--- config.mk ---
export PLATFORM = sky130hd
export DESIGN_NAME = barycentric_shade_pipe
export DESIGN_NICKNAME = d
export VERILOG_FILES = /design/src/rtl/fs_pkg.sv /design/src/rtl/bary_div_stage.sv /design/src/rtl/barycentric_shade_pipe.sv
export SDC_FILE = /design/constraint.sdc
export NUM_CORES = 1
export LEC_CHECK = 0
export CAP_MARGIN = 40
export CORE_ASPECT_RATIO = 1.1
export CORE_UTILIZATION = 63
export DETAILED_ROUTE_END_ITERATION = 6
export GPL_TIMING_DRIVEN = 0
export PLACE_DENSITY = 0.83
export SLEW_MARGIN = 20
export SYNTH_ARGS = -nofsm -noshare
export SYNTH_HDL_FRONTEND = slang
export SYNTH_SLANG_ARGS = --single-unit
--- constraint.sdc ---
create_clock -name clk -period 35.6 [get_ports clk]
set_input_delay 10.68 -clock clk [delete_from_list [all_inputs] [get_ports clk]]
set_output_delay 10.68 -clock clk [all_outputs]
set_load 0.01 [all_outputs]
--- src/rtl/fs_pkg.sv ---
// Shared defaults for the fragment shading path plus the channel-slice helper
// used wherever CH equal-width channels are packed side by side (ch0 in LSBs).
`ifndef FS_PKG_MACROS
`define FS_PKG_MACROS
`define FS_CH_SLICE(idx, w) ((idx) * (w)) +: (w)
`endif

package fs_pkg;
  localparam int IN_W_DEF = 20;
  localparam int Q_W_DEF  = 4;
  localparam int CH_DEF   = 3;
  localparam logic [CH_DEF*Q_W_DEF-1:0] BG_COLOR_DEF = 12'h137;
endpackage

--- src/rtl/bary_div_stage.sv ---
// One restoring-division step for one channel: shifts the remainder, trial
// subtracts the denominator and appends the resolved quotient bit.
module bary_div_stage
  import fs_pkg::*;
#(
  parameter int IN_W = IN_W_DEF,
  parameter int Q_W  = Q_W_DEF
) (
  input  logic [IN_W-1:0] rem,
  input  logic [IN_W-1:0] den,
  input  logic [Q_W-1:0]  q_in,
  output logic [IN_W-1:0] rem_out,
  output logic [Q_W-1:0]  q_out
);
  logic [IN_W:0]   trial;
  logic            q_bit;
  logic [IN_W-1:0] diff;
  logic            unused_q_msb;

  // rem < den on the quotient path, so the low IN_W bits of the difference are exact
  assign trial        = {rem, 1'b0};
  assign q_bit        = (trial >= {1'b0, den});
  assign diff         = trial[IN_W-1:0] - den;
  assign rem_out      = q_bit ? diff : trial[IN_W-1:0];
  assign q_out        = {q_in[Q_W-2:0], q_bit};
  assign unused_q_msb = q_in[Q_W-1];
endmodule

--- src/rtl/barycentric_shade_pipe.sv ---
// Pipelined per-fragment shader: floor(num * 2^Q_W / den) per channel with
// saturation and background substitution, valid/ready with full-pipe stall.
module barycentric_shade_pipe
  import fs_pkg::*;
#(
  parameter int IN_W = IN_W_DEF,
  parameter int Q_W  = Q_W_DEF,
  parameter int CH   = CH_DEF,
  parameter logic [CH*Q_W-1:0] BG_COLOR = BG_COLOR_DEF
) (
  input  logic                 clk,
  input  logic                 rst,
  input  logic                 in_valid,
  output logic                 in_ready,
  input  logic                 in_visible,
  input  logic [CH*IN_W-1:0]   in_num,
  input  logic [IN_W-1:0]      in_den,
  output logic                 out_valid,
  input  logic                 out_ready,
  output logic [CH*Q_W-1:0]    out_color
);
  logic stall;

  // Stage inputs: index 0 is the combinational capture, index k reads register rank k.
  logic [IN_W-1:0] st_rem [Q_W][CH];
  logic [Q_W-1:0]  st_q   [Q_W][CH];
  logic [IN_W-1:0] st_den [Q_W];
  logic            st_vis [Q_W];
  logic [CH-1:0]   st_sat [Q_W];
  logic [IN_W-1:0] nx_rem [Q_W][CH];
  logic [Q_W-1:0]  nx_q   [Q_W][CH];

  logic [Q_W-1:1]  vld_q;
  logic [Q_W-1:1]  vis_q;
  logic [IN_W-1:0] rem_q [1:Q_W-1][CH];
  logic [Q_W-1:0]  q_q   [1:Q_W-1][CH];
  logic [IN_W-1:0] den_q [1:Q_W-1];
  logic [CH-1:0]   sat_q [1:Q_W-1];

  logic              out_valid_q;
  logic [CH*Q_W-1:0] out_color_q;
  logic [CH*Q_W-1:0] out_color_d;
  logic              unused_last_rem;

  assign stall     = out_valid_q & ~out_ready;
  assign in_ready  = ~stall;
  assign out_valid = out_valid_q;
  assign out_color = out_color_q;

  always_comb begin
    st_den[0] = in_den;
    st_vis[0] = in_visible;
    for (int c = 0; c < CH; c++) begin
      st_rem[0][c] = in_num[`FS_CH_SLICE(c, IN_W)];
      st_q[0][c]   = '0;
      st_sat[0][c] = (in_den == '0) || (in_num[`FS_CH_SLICE(c, IN_W)] >= in_den);
    end
    for (int k = 1; k < Q_W; k++) begin
      st_den[k] = den_q[k];
      st_vis[k] = vis_q[k];
      st_sat[k] = sat_q[k];
      for (int c = 0; c < CH; c++) begin
        st_rem[k][c] = rem_q[k][c];
        st_q[k][c]   = q_q[k][c];
      end
    end
  end

  for (genvar k = 0; k < Q_W; k++) begin : g_stage
    for (genvar c = 0; c < CH; c++) begin : g_ch
      bary_div_stage #(
        .IN_W(IN_W),
        .Q_W (Q_W)
      ) u_stage (
        .rem    (st_rem[k][c]),
        .den    (st_den[k]),
        .q_in   (st_q[k][c]),
        .rem_out(nx_rem[k][c]),
        .q_out  (nx_q[k][c])
      );
    end
  end

  always_comb begin
    unused_last_rem = 1'b0;
    for (int c = 0; c < CH; c++) begin
      unused_last_rem = unused_last_rem ^ (^nx_rem[Q_W-1][c]);
    end
  end

  always_comb begin
    out_color_d = BG_COLOR;
    if (st_vis[Q_W-1]) begin
      for (int c = 0; c < CH; c++) begin
        out_color_d[`FS_CH_SLICE(c, Q_W)] = st_sat[Q_W-1][c] ? {Q_W{1'b1}} : nx_q[Q_W-1][c];
      end
    end else begin
      out_color_d = BG_COLOR;
    end
  end

  always_ff @(posedge clk) begin
    if (rst) begin
      vld_q       <= '0;
      out_valid_q <= 1'b0;
      out_color_q <= '0;
    end else if (!stall) begin
      vld_q[1] <= in_valid;
      for (int k = 2; k < Q_W; k++) begin
        vld_q[k] <= vld_q[k-1];
      end
      out_valid_q <= vld_q[Q_W-1];
      out_color_q <= out_color_d;
    end
  end

  // Payload ranks carry no reset; empty slots are qualified by vld_q.
  always_ff @(posedge clk) begin
    if (!stall) begin
      for (int k = 1; k < Q_W; k++) begin
        den_q[k] <= st_den[k-1];
        vis_q[k] <= st_vis[k-1];
        sat_q[k] <= st_sat[k-1];
        for (int c = 0; c < CH; c++) begin
          rem_q[k][c] <= nx_rem[k-1][c];
          q_q[k][c]   <= nx_q[k-1][c];
        end
      end
    end
  end
endmodule

# After elaboration in Yosys (flattened, before gate mapping)
# Memories as Yosys holds them, arrays and structs flattened.
# Cells that the tools add are included.
dict set report totals {
  memories 4
  inputBits 85
  ram_bits 285
  register_bits 19
}
# name words word_bits rd rd_clocked_by_memory_dff write_ports line
set memory_table {}
lappend memory_table {rem_q 3 60 3 0 3 barycentric_shade_pipe.sv:35} ;# logic [IN_W-1:0] rem_q [1:Q_W-1][CH];
lappend memory_table {den_q 3 20 3 0 3 barycentric_shade_pipe.sv:37} ;# logic [IN_W-1:0] den_q [1:Q_W-1];
lappend memory_table {q_q 3 12 3 0 3 barycentric_shade_pipe.sv:36} ;# logic [Q_W-1:0] q_q [1:Q_W-1][CH];
lappend memory_table {sat_q 3 3 3 0 3 barycentric_shade_pipe.sv:38} ;# logic [CH-1:0] sat_q [1:Q_W-1];
dict set report classes {
  addsub 9
  n_bitwise 3
  reduce_logical 4
  n_lt_le_gt_ge 15
  muxes 14
}
# cell count
set ops {}
lappend ops {{$ge A21 B20 Y1} 12}
lappend ops {{$mux W20} 9}
lappend ops {{$sub A20 B20 Y20} 9}
lappend ops {{$ge A20 B20 Y1} 3}
lappend ops {{$logic_not A20 Y1} 1}
lappend ops {{$mux W12} 1}
lappend ops {{$mux W4} 3}
lappend ops {{$logic_or A1 B1 Y1} 3}
lappend ops {{$not A1 Y1} 2}
lappend ops {{$and A1 B1 Y1} 1}
lappend ops {{$mux W1} 1}

# Longest topological paths before layout
# Gate-level depths: netlist of run 1.
# An unclocked memory read counts as a cell.
dict set report depth {
  depth_word 4
  ltp_mapped 14
  depth_no_buf 11
}

# Modules after synthesis
# Synthesis of run 1 repeated with hierarchy kept, for this count alone.
dict set report unflattened {
  cells_unflattened 2959
  hier_area_um2 29021.6
}
# module n_inst cells_per_inst area_per_inst_um2
set modules_own_cells {}
lappend modules_own_cells {{bary_div_stage (g_stage[0].g_ch[0].u_stage ...)} 11 201 1545.2}
lappend modules_own_cells {barycentric_shade_pipe 1 530 10583.9}
lappend modules_own_cells {{bary_div_stage (g_stage[1].g_ch[2].u_stage)} 1 218 1440.1}

# Worst setup path after synthesis of run 1
# No wires, ideal clock.
dict set report synth_path {
  kind {input to output}
  start {input out_ready}
  end {output in_ready}
  arrival_ns 18.404
  cell_stages 3
  t_required_ns 24.920
  path_slack_ns 6.516
  path_cell_list {nor2b_1 -> clkinv_1 -> clkbuf_1}
}
dict set report synth_between {
  elab_chain_len 3
}
# item line
set synth_lines {}
lappend synth_lines {{from (decl)} barycentric_shade_pipe.sv:19} ;# input logic out_ready,
lappend synth_lines {{$not A1 Y1} barycentric_shade_pipe.sv:45} ;# assign stall = out_valid_q & ~out_ready;
lappend synth_lines {{$and A1 B1 Y1} barycentric_shade_pipe.sv:45}
lappend synth_lines {{$not A1 Y1} barycentric_shade_pipe.sv:46} ;# assign in_ready = ~stall;
lappend synth_lines {{to (decl)} barycentric_shade_pipe.sv:14} ;# output logic in_ready,
# Every way passes these cells.

# Worst setup path in the final report of run 1
# Ends and elaborated chain as after synthesis.

==> flow_metrics.py, run 1 <==
metrics = {
    "worst_setup_path": {
        "r2r_slack_ns": 31.21,
        "r2r_end": "rem_q[0][132]",
        "reg2reg_depth": 12,
        "cp_max_fo": 60,
        "cp_slowest_stage_delay_ns": 0.60,
        "path_depth": 8,
        "cp_top_family": "buffers and inverters",
        "cp-start-kind": "input pin",
        "worst_path_max_delay_cell": "clkdlybuf4s50_1",
        "crit_required_ns": 24.92,
        "critPathLaunch": "out_ready",
        "rr_startpoint": "den_q[0][21]",
        "endpoint": "in_ready",
        "critPathKind": "input pin to output port",
        "cp.arrival_ns": 13.18,
        "path_buf_inv": 7,
        "cp-end-kind": "output port",
        "path_cells": "clkdlybuf4s50_1 -> nor2b_1 -> clkinv_1 -> clkbuf_4 -> buf_16 -> buf_12 -> buf_16 -> clkdlybuf4s50_1",
    },
    "timing": {
        "fin_crit_sh": 0.6704,
        "final_max_slew_viol_count": 0,
        "rsz0062_at_grt": "false",
        "fmax_mhz": 41.90,
        "finalSetupViolations": 0,
        "max_slew_margin": 0.3552,
        "max_slew.worst_pin.slew_ns": 0.9583,
        "fin_ws_ns": 11.74,
        "finalSetupTns_ns": 0,
        "period_minus_slack_ns": 23.86,
        "fin_worst_skew_ns": 0.01606,
        "hold_viol": 0,
    },
    "floorplanning": {
        "rows": 70,
        "core_um2": 33370,
        "fp.dieW_um": 177.9,
        "die_h_um": 195.5,
        "dieArea_um2": 34770,
        "ios": 99,
        "initial_utilization": 0.6423,
    },
    "status": {
        "status": "completed",
    },
    "finish": {
        "nNetsFinal": 2709,
        "diodes": 0,
        "final_util": 0.7201,
        "synthToLayoutAreaGrowth_pct": 12.11,
        "drive_gt1_frac": 0.05085,
        "stdcell_count": 2772,
    },
    "clocking": {
        "cts_max_path_buffers": 3,
        "postCtsHoldBufs": 0,
        "cts-buffers-inserted": 29,
        "cts_setup_buffers": 0,
        "h-tree-depth": 1,
        "ctsResizeCount": 0,
        "clock-root-buffer": "clkbuf_16",
        "clock_sinks": 286,
        "clock_latency_ns": 0.56,
        "clkTransAtPathRegs_ns": 0.06,
        "cts_tree": "built",
    },
    "yosys": {
        "syn_nets": 2571,
        "yosysSeqAreaShare": 0.3932,
        "synth_enable_flop_cells": 270,
        "synth-seq-cells": 286,
        "synth_ff_type": "edfxtp_1",
        "yosysUniqueCellTypes": 71,
        "synthArstFlopShare": 0,
        "syn_inst": 2180,
        "yosys_warnings": 0,
        "syn_area_um2": 21430,
        "synth_area_per_cell_um2": 9.832,
    },
    "drt": {
        "ant_nets": 0,
        "vias": 17590,
        "drt_wl_total_um": 60110,
        "drc": 0,
        "drtPass1Iterations": 5,
        "vias_per_cell": 6.345,
        "dr.first_iter.drc_count": 1570,
        "wl_per_cell_um": 21.68,
        "routed.top_layer": "met4",
        "met2WireLength_um": 29390,
        "dr_wl_met3_um": 3047,
        "routedLengthMet1_um": 23490,
    },
    "global_routing": {
        "grt_pass1_vias": 17560,
        "grt_start_max_net_pins": 62,
        "grt-ovfl-total": 0,
        "grt_use_total": 0.3469,
        "antenna_found_initial": 0,
        "grt_pass1_wl_um": 91710,
    },
    "placement": {
        "post-dp-hpwl_um": 49120,
        "port_buffers": 97,
        "placed_cells": 2716,
        "pre_cts_ws_ns": 11.76,
        "gp_congestion": 0.9982,
    },
    "min_path": {
        "hold_path.class": "flip-flop to flip-flop",
    },
    "power": {
        "p_comb_frac": 0.467,
        "p_total_w": 0.001627,
        "p_clk_frac": 0.180,
        "power_frac_seq": 0.352,
        "swShare": 0.3890,
        "p_per_area_nw_per_um2": 67.71,
        "vdd_ir_drop_max_mv": 0.03608,
        "power.internal_w": 0.0009942,
        "cellLeakagePower_nw": 10.34,
        "power_switching_w": 0.0006329,
    },
    "run": {
        "drv_cap": 0,
    },
}
-- per-stage QoR --
| stage | cell area (um^2) | hold slack [ns] |
|---|---|---|
| floorplan | 21430 | 0.4003 |
| global placement | 22950 | 0.4009 |
| detailed placement | 23100 | 0.4056 |
| CTS | 24020 | 0.4200 |
| global route | 24030 | 0.4225 |
| finish | 24030 | 0.4189 |
-- layer usage --
layer,track usage,vias up
met5,0,-
met4,0.2241,0
met3,0.03544,193
met2,0.6092,669
met1,0.3992,8281
li1,-,8445
-- state kept, by name, summed over array words and instances (netlist names) --
| name | cells |
|---|---|
| vld_q | 3 |
| out_color | 12 |
| rem_q | 180 |
| q_q | 18 |
| vis_q | 3 |
| sat_q | 9 |
| out_valid | 1 |
| den_q | 60 |
-- power by group through the flow --
stage               Clock, W  Sequential [W]  Combinational [W]
floorplan                  0        0.000548           0.000539
global placement           0        0.000574           0.000711
detailed placement         0        0.000577           0.000738
CTS                 0.000297        0.000571           0.000746
global route        0.000310        0.000581           0.000835
finish              0.000294        0.000573           0.000760
-- final cells by class --
cell class	count	area, um^2
buffer	40	176.4
clock buffer	36	762.0
clock inverter	17	151.4
fill	2398	9340
inverter	125	469.2
multi-input combinational	1729	12360
sequential	286	8428
tap	432	540.5
timing repair buffer	107	1137
-- layout by cell type (no fill, tap or decap), types with 14 or more instances in the layout --
master             n
o211ai_1          15
clkbuf_1          34
a21oi_1          181
and3_1            15
nor2b_1           34
edfxtp_1         270
dfxtp_1           16
o21a_1            23
nand4_1           34
o21ai_0          198
nor2_1           141
inv_1            124
ha_1             297
o31ai_1           23
a211oi_1          19
nor3_1            31
xnor2_1           66
o31a_1            14
a31oi_1           21
clkdlybuf4s50_1   97
nand2b_1          34
a21o_1            91
mux2_2            38
nand2_1          207
nand3_1           38
clkbuf_16         29
xor2_1            63
-- worst min-delay path by stage --
stage | slack (ns) | end | cells past startpoint | startpoint
final | 0.42 | vis_q[3] | 0 | vis_q[2]
after global routing | 0.42 | vis_q[3] | 0 | vis_q[2]
after CTS | 0.42 | vis_q[3] | 0 | vis_q[2]
after detailed placement | 0.41 | vis_q[3] | 0 | vis_q[2]
after global placement | 0.40 | vis_q[2] | 0 | vis_q[1]
after floorplan | 0.40 | q_q[0][25] | 0 | q_q[0][12]
-- cell families (layout without fill, tap and decap cells) --
family / Yosys count / count (layout) / share of synthesized area
buf+inv: 165 / 325 / 0.02995
xor+xnor: 129 / 129 / 0.05271
flops: 286 / 286 / 0.3932
compound gates: 666 / 666 / 0.1925
fa+ha+maj: 306 / 306 / 0.1818
mux: 41 / 41 / 0.02136
simple gates: 587 / 587 / 0.1285
-- synth_stat cells (all sizes together), types with 4 or more instances --
cell	number	area share
xnor2	66	0.027
clkbuf	28	0.0049
o211ai	15	0.0053
o21bai	10	0.0035
fa	9	0.0084
a21boi	5	0.0018
a211o	10	0.0041
ha	297	0.17
nand2	207	0.036
a221oi	4	0.0016
buf	12	0.0032
nand2b	34	0.0099
o31ai	23	0.0081
nor3	31	0.0072
nand3	38	0.0089
o21a	23	0.0081
inv	124	0.022
nor2b	34	0.0099
mux2	38	0.020
xor2	63	0.026
and3	15	0.0044
nor3b	6	0.0021
o311ai	4	0.0016
or2	10	0.0029
o41ai	4	0.0016
nor4	11	0.0032
o31a	14	0.0057
a21oi	183	0.043
a21o	91	0.032
a31oi	21	0.0061
a211oi	19	0.0067
or3	6	0.0018
nand4	34	0.0099
o22ai	4	0.0012
o2111ai	4	0.0016
and2	6	0.0018
a2111oi	8	0.0033
o21ai	201	0.047
nor2	141	0.025
edfxtp	270	0.38
dfxtp	16	0.015
No activity file was read; power rests on OpenSTA's default activity.
==> run 2, diff against run 1 <==
--- a/config.mk
+++ b/config.mk
@@ -7,10 +7,10 @@
 export LEC_CHECK = 0
 export CAP_MARGIN = 40
 export CORE_ASPECT_RATIO = 1.1
-export CORE_UTILIZATION = 63
+export CORE_UTILIZATION = 62
 export DETAILED_ROUTE_END_ITERATION = 6
 export GPL_TIMING_DRIVEN = 0
-export PLACE_DENSITY = 0.83
+export PLACE_DENSITY = 0.82
 export SLEW_MARGIN = 20
 export SYNTH_ARGS = -nofsm -noshare
 export SYNTH_HDL_FRONTEND = slang
==> constraint.sdc (replaced) <==
create_clock -name clk -period 23.6 [get_ports clk]
set_input_delay 7.08 -clock clk [delete_from_list [all_inputs] [get_ports clk]]
set_output_delay 7.08 -clock clk [all_outputs]
set_load 0.01 [all_outputs]
==> run 2 against run 1 <==
  * Non-clock buffer count fell by 1
  * Global-route usage fell by 1.2 points
  * Register-to-register slack got worse by 12 ns
  * Core utilization fell by 1.5 points
  * Largest cell class unchanged
  * Clock power rose by 52%
  * Sequential power rose by 51%
  * The flow now finishes with violations (DRC)
  * Critical path depth fell by 1
==> flow_metrics.py, run 2 (same netlist as run 1, synthesis figures left out) <==
metrics = {
    "status": {
        "status": "complete, but fails checks",
        "failed_checks": "DRC",
    },
    "power": {
        "cellLeakagePower_nw": 10.36,
        "p_per_area_nw_per_um2": 101.9,
        "vdd_ir_drop_max_mv": 0.05986,
    },
    "finish": {
        "nFillCells": 2523,
        "layout_common_cells": "297 x ha_1, 270 x edfxtp_1, 207 x nand2_1, 198 x o21ai_0, 181 x a21oi_1",
        "regMostFlops": "rem_q",
        "drive_gt1_frac": 0.05171,
        "top_regs": "rem_q (180), den_q (60), q_q (18)",
        "diodes": 0,
        "nNetsFinal": 2708,
        "synthToLayoutAreaGrowth_pct": 12.25,
        "final_util": 0.7053,
        "largest_reg_flops": 180,
        "final_common_cell": "ha_1",
    },
    "global_routing": {
        "globalRouteMet2Util": 0.5858,
        "grt_use_met3": 0.02521,
        "grt_start_max_net_pins": 64,
        "grt_pass1_vias": 17040,
        "grt.busiest_layer": "met2",
        "grt_use_total": 0.3349,
        "antenna_found_initial": 0,
        "grt_use_met1": 0.3964,
        "grt_pass1_wl_um": 89310,
        "grt-ovfl-total": 0,
    },
    "worst_setup_path": {
        "crit_required_ns": 16.52,
        "cp-end-kind": "output port",
        "path_depth": 7,
        "cp-start-kind": "input pin",
        "path_buf_inv": 6,
        "critPathKind": "input pin to output port",
        "cp_slowest_stage_delay_ns": 0.60,
        "cp_max_fo": 58,
        "reg2reg_depth": 13,
        "worst_path_max_delay_cell": "clkdlybuf4s50_1",
        "path_cells": "clkdlybuf4s50_1 -> nor2b_1 -> clkinv_1 -> clkbuf_4 -> buf_16 -> buf_16 -> clkdlybuf4s50_1",
        "cp_top_family": "buffers and inverters",
        "cp.arrival_ns": 9.33,
    },
    "timing": {
        "fin_crit_sh": 0.6952,
        "max_slew_margin": 0.3686,
        "rsz0062_at_grt": "false",
        "final_max_slew_viol_count": 0,
        "fmax_mhz": 60.95,
        "fin_worst_skew_ns": 0.01681,
        "fin_ws_ns": 7.192,
        "finalSetupViolations": 0,
        "hold_viol": 0,
        "max_slew.worst_pin.slew_ns": 0.9391,
        "holdWs_ns": 0.4198,
        "period_minus_slack_ns": 16.41,
    },
    "drt": {
        "drtPass1Iterations": 7,
        "vias": 17520,
        "wl_per_cell_um": 21.43,
        "vias_per_cell": 6.307,
        "drc": 4,
        "drt_wl_total_um": 59540,
        "ant_nets": 0,
        "dr.first_iter.drc_count": 1176,
    },
    "floorplanning": {
        "die_h_um": 197.0,
        "initial_utilization": 0.6283,
        "rows": 71,
        "fp.dieW_um": 179.3,
        "ios": 99,
        "core_um2": 34110,
        "dieArea_um2": 35320,
    },
    "min_path": {
        "hold_path.class": "flip-flop to flip-flop",
        "hold_depth": 0,
    },
    "clocking": {
        "cts_setup_buffers": 0,
        "clock-root-buffer": "clkbuf_16",
        "postCtsHoldBufs": 0,
        "cts-buffers-inserted": 29,
        "clkTransAtPathRegs_ns": 0.06,
        "ctsResizeCount": 0,
        "h-tree-depth": 1,
        "cts_tree": "built",
        "clock_sinks": 286,
        "cts_max_path_buffers": 3,
        "clock_latency_ns": 0.57,
    },
    "placement": {
        "port_buffers": 97,
        "post-dp-hpwl_um": 48880,
        "gp_congestion": 0.9633,
        "pre_cts_ws_ns": 7.220,
    },
    "run": {
        "drv_cap": 0,
    },
}
-- run 2: layout make-up --
cell class                 count  area (um^2)  area share
sequential                   286         8428      0.3503
clock inverter                14        130.1    0.005408
buffer                        40        176.4    0.007332
timing repair buffer         106         1147     0.04769
inverter                     125        469.2     0.01950
clock buffer                  40        797.0     0.03313
multi-input combinational   1729        12360      0.5139
tap                          438        548.0     0.02278
-- run 2: layer usage --
layer	routed length, um	up-vias
met5	0	-
li1	-	8430
met3	2496	161
met4	3907	0
met2	28950	629
met1	24190	8302
-- run 2: worst paths after layout --
path / slack (ns) / endpoint / startpoint
max: 7.19 / in_ready / out_ready
min: 0.42 / q_q[0][46] / q_q[0][33]
max reg2reg: 19.32 / rem_q[0][196] / den_q[0][41]
min reg2reg: 0.42 / q_q[0][46] / q_q[0][33]
-- run 2: metrics by stage --
step | std cells | setup TNS (ns) | total power [W] | area, um^2
2_1_floorplan | 2180 | 0 | 0.001640 | 21430
3_3_place_gp | 2715 | -2.689 | 0.001943 | 22950
3_5_place_dp | 2723 | 0 | 0.001979 | 23120
4_1_cts | 2777 | 0 | 0.002431 | 24050
5_1_grt | 2778 | 0 | 0.002598 | 24060
6_report | 2778 | 0 | 0.002453 | 24060
-- run 2: worst reg2reg max path, cell delays in order (launching register included) --
cell and delay, ns:
edfxtp_1 0.50, inv_1 0.14, ha_1 0.32, nand2b_1 0.08, a21oi_1 0.26, o31ai_1 0.16, a31oi_1 0.27, o22ai_1 0.21
o41ai_1 0.77, a21oi_1 0.20, clkbuf_1 0.34, clkbuf_1 0.42, nand2_1 0.16, o21ai_0 0.15
-- run 2: where the power goes --
| part | switching (W) | internal (W) | total, W |
|---|---|---|---|
| Clock | 0.000196 | 0.000250 | 0.000446 |
| Sequential | 0.0000909 | 0.000772 | 0.000863 |
| Combinational | 0.000668 | 0.000475 | 0.00114 |
| Total | 0.000955 | 0.00150 | 0.00245 |
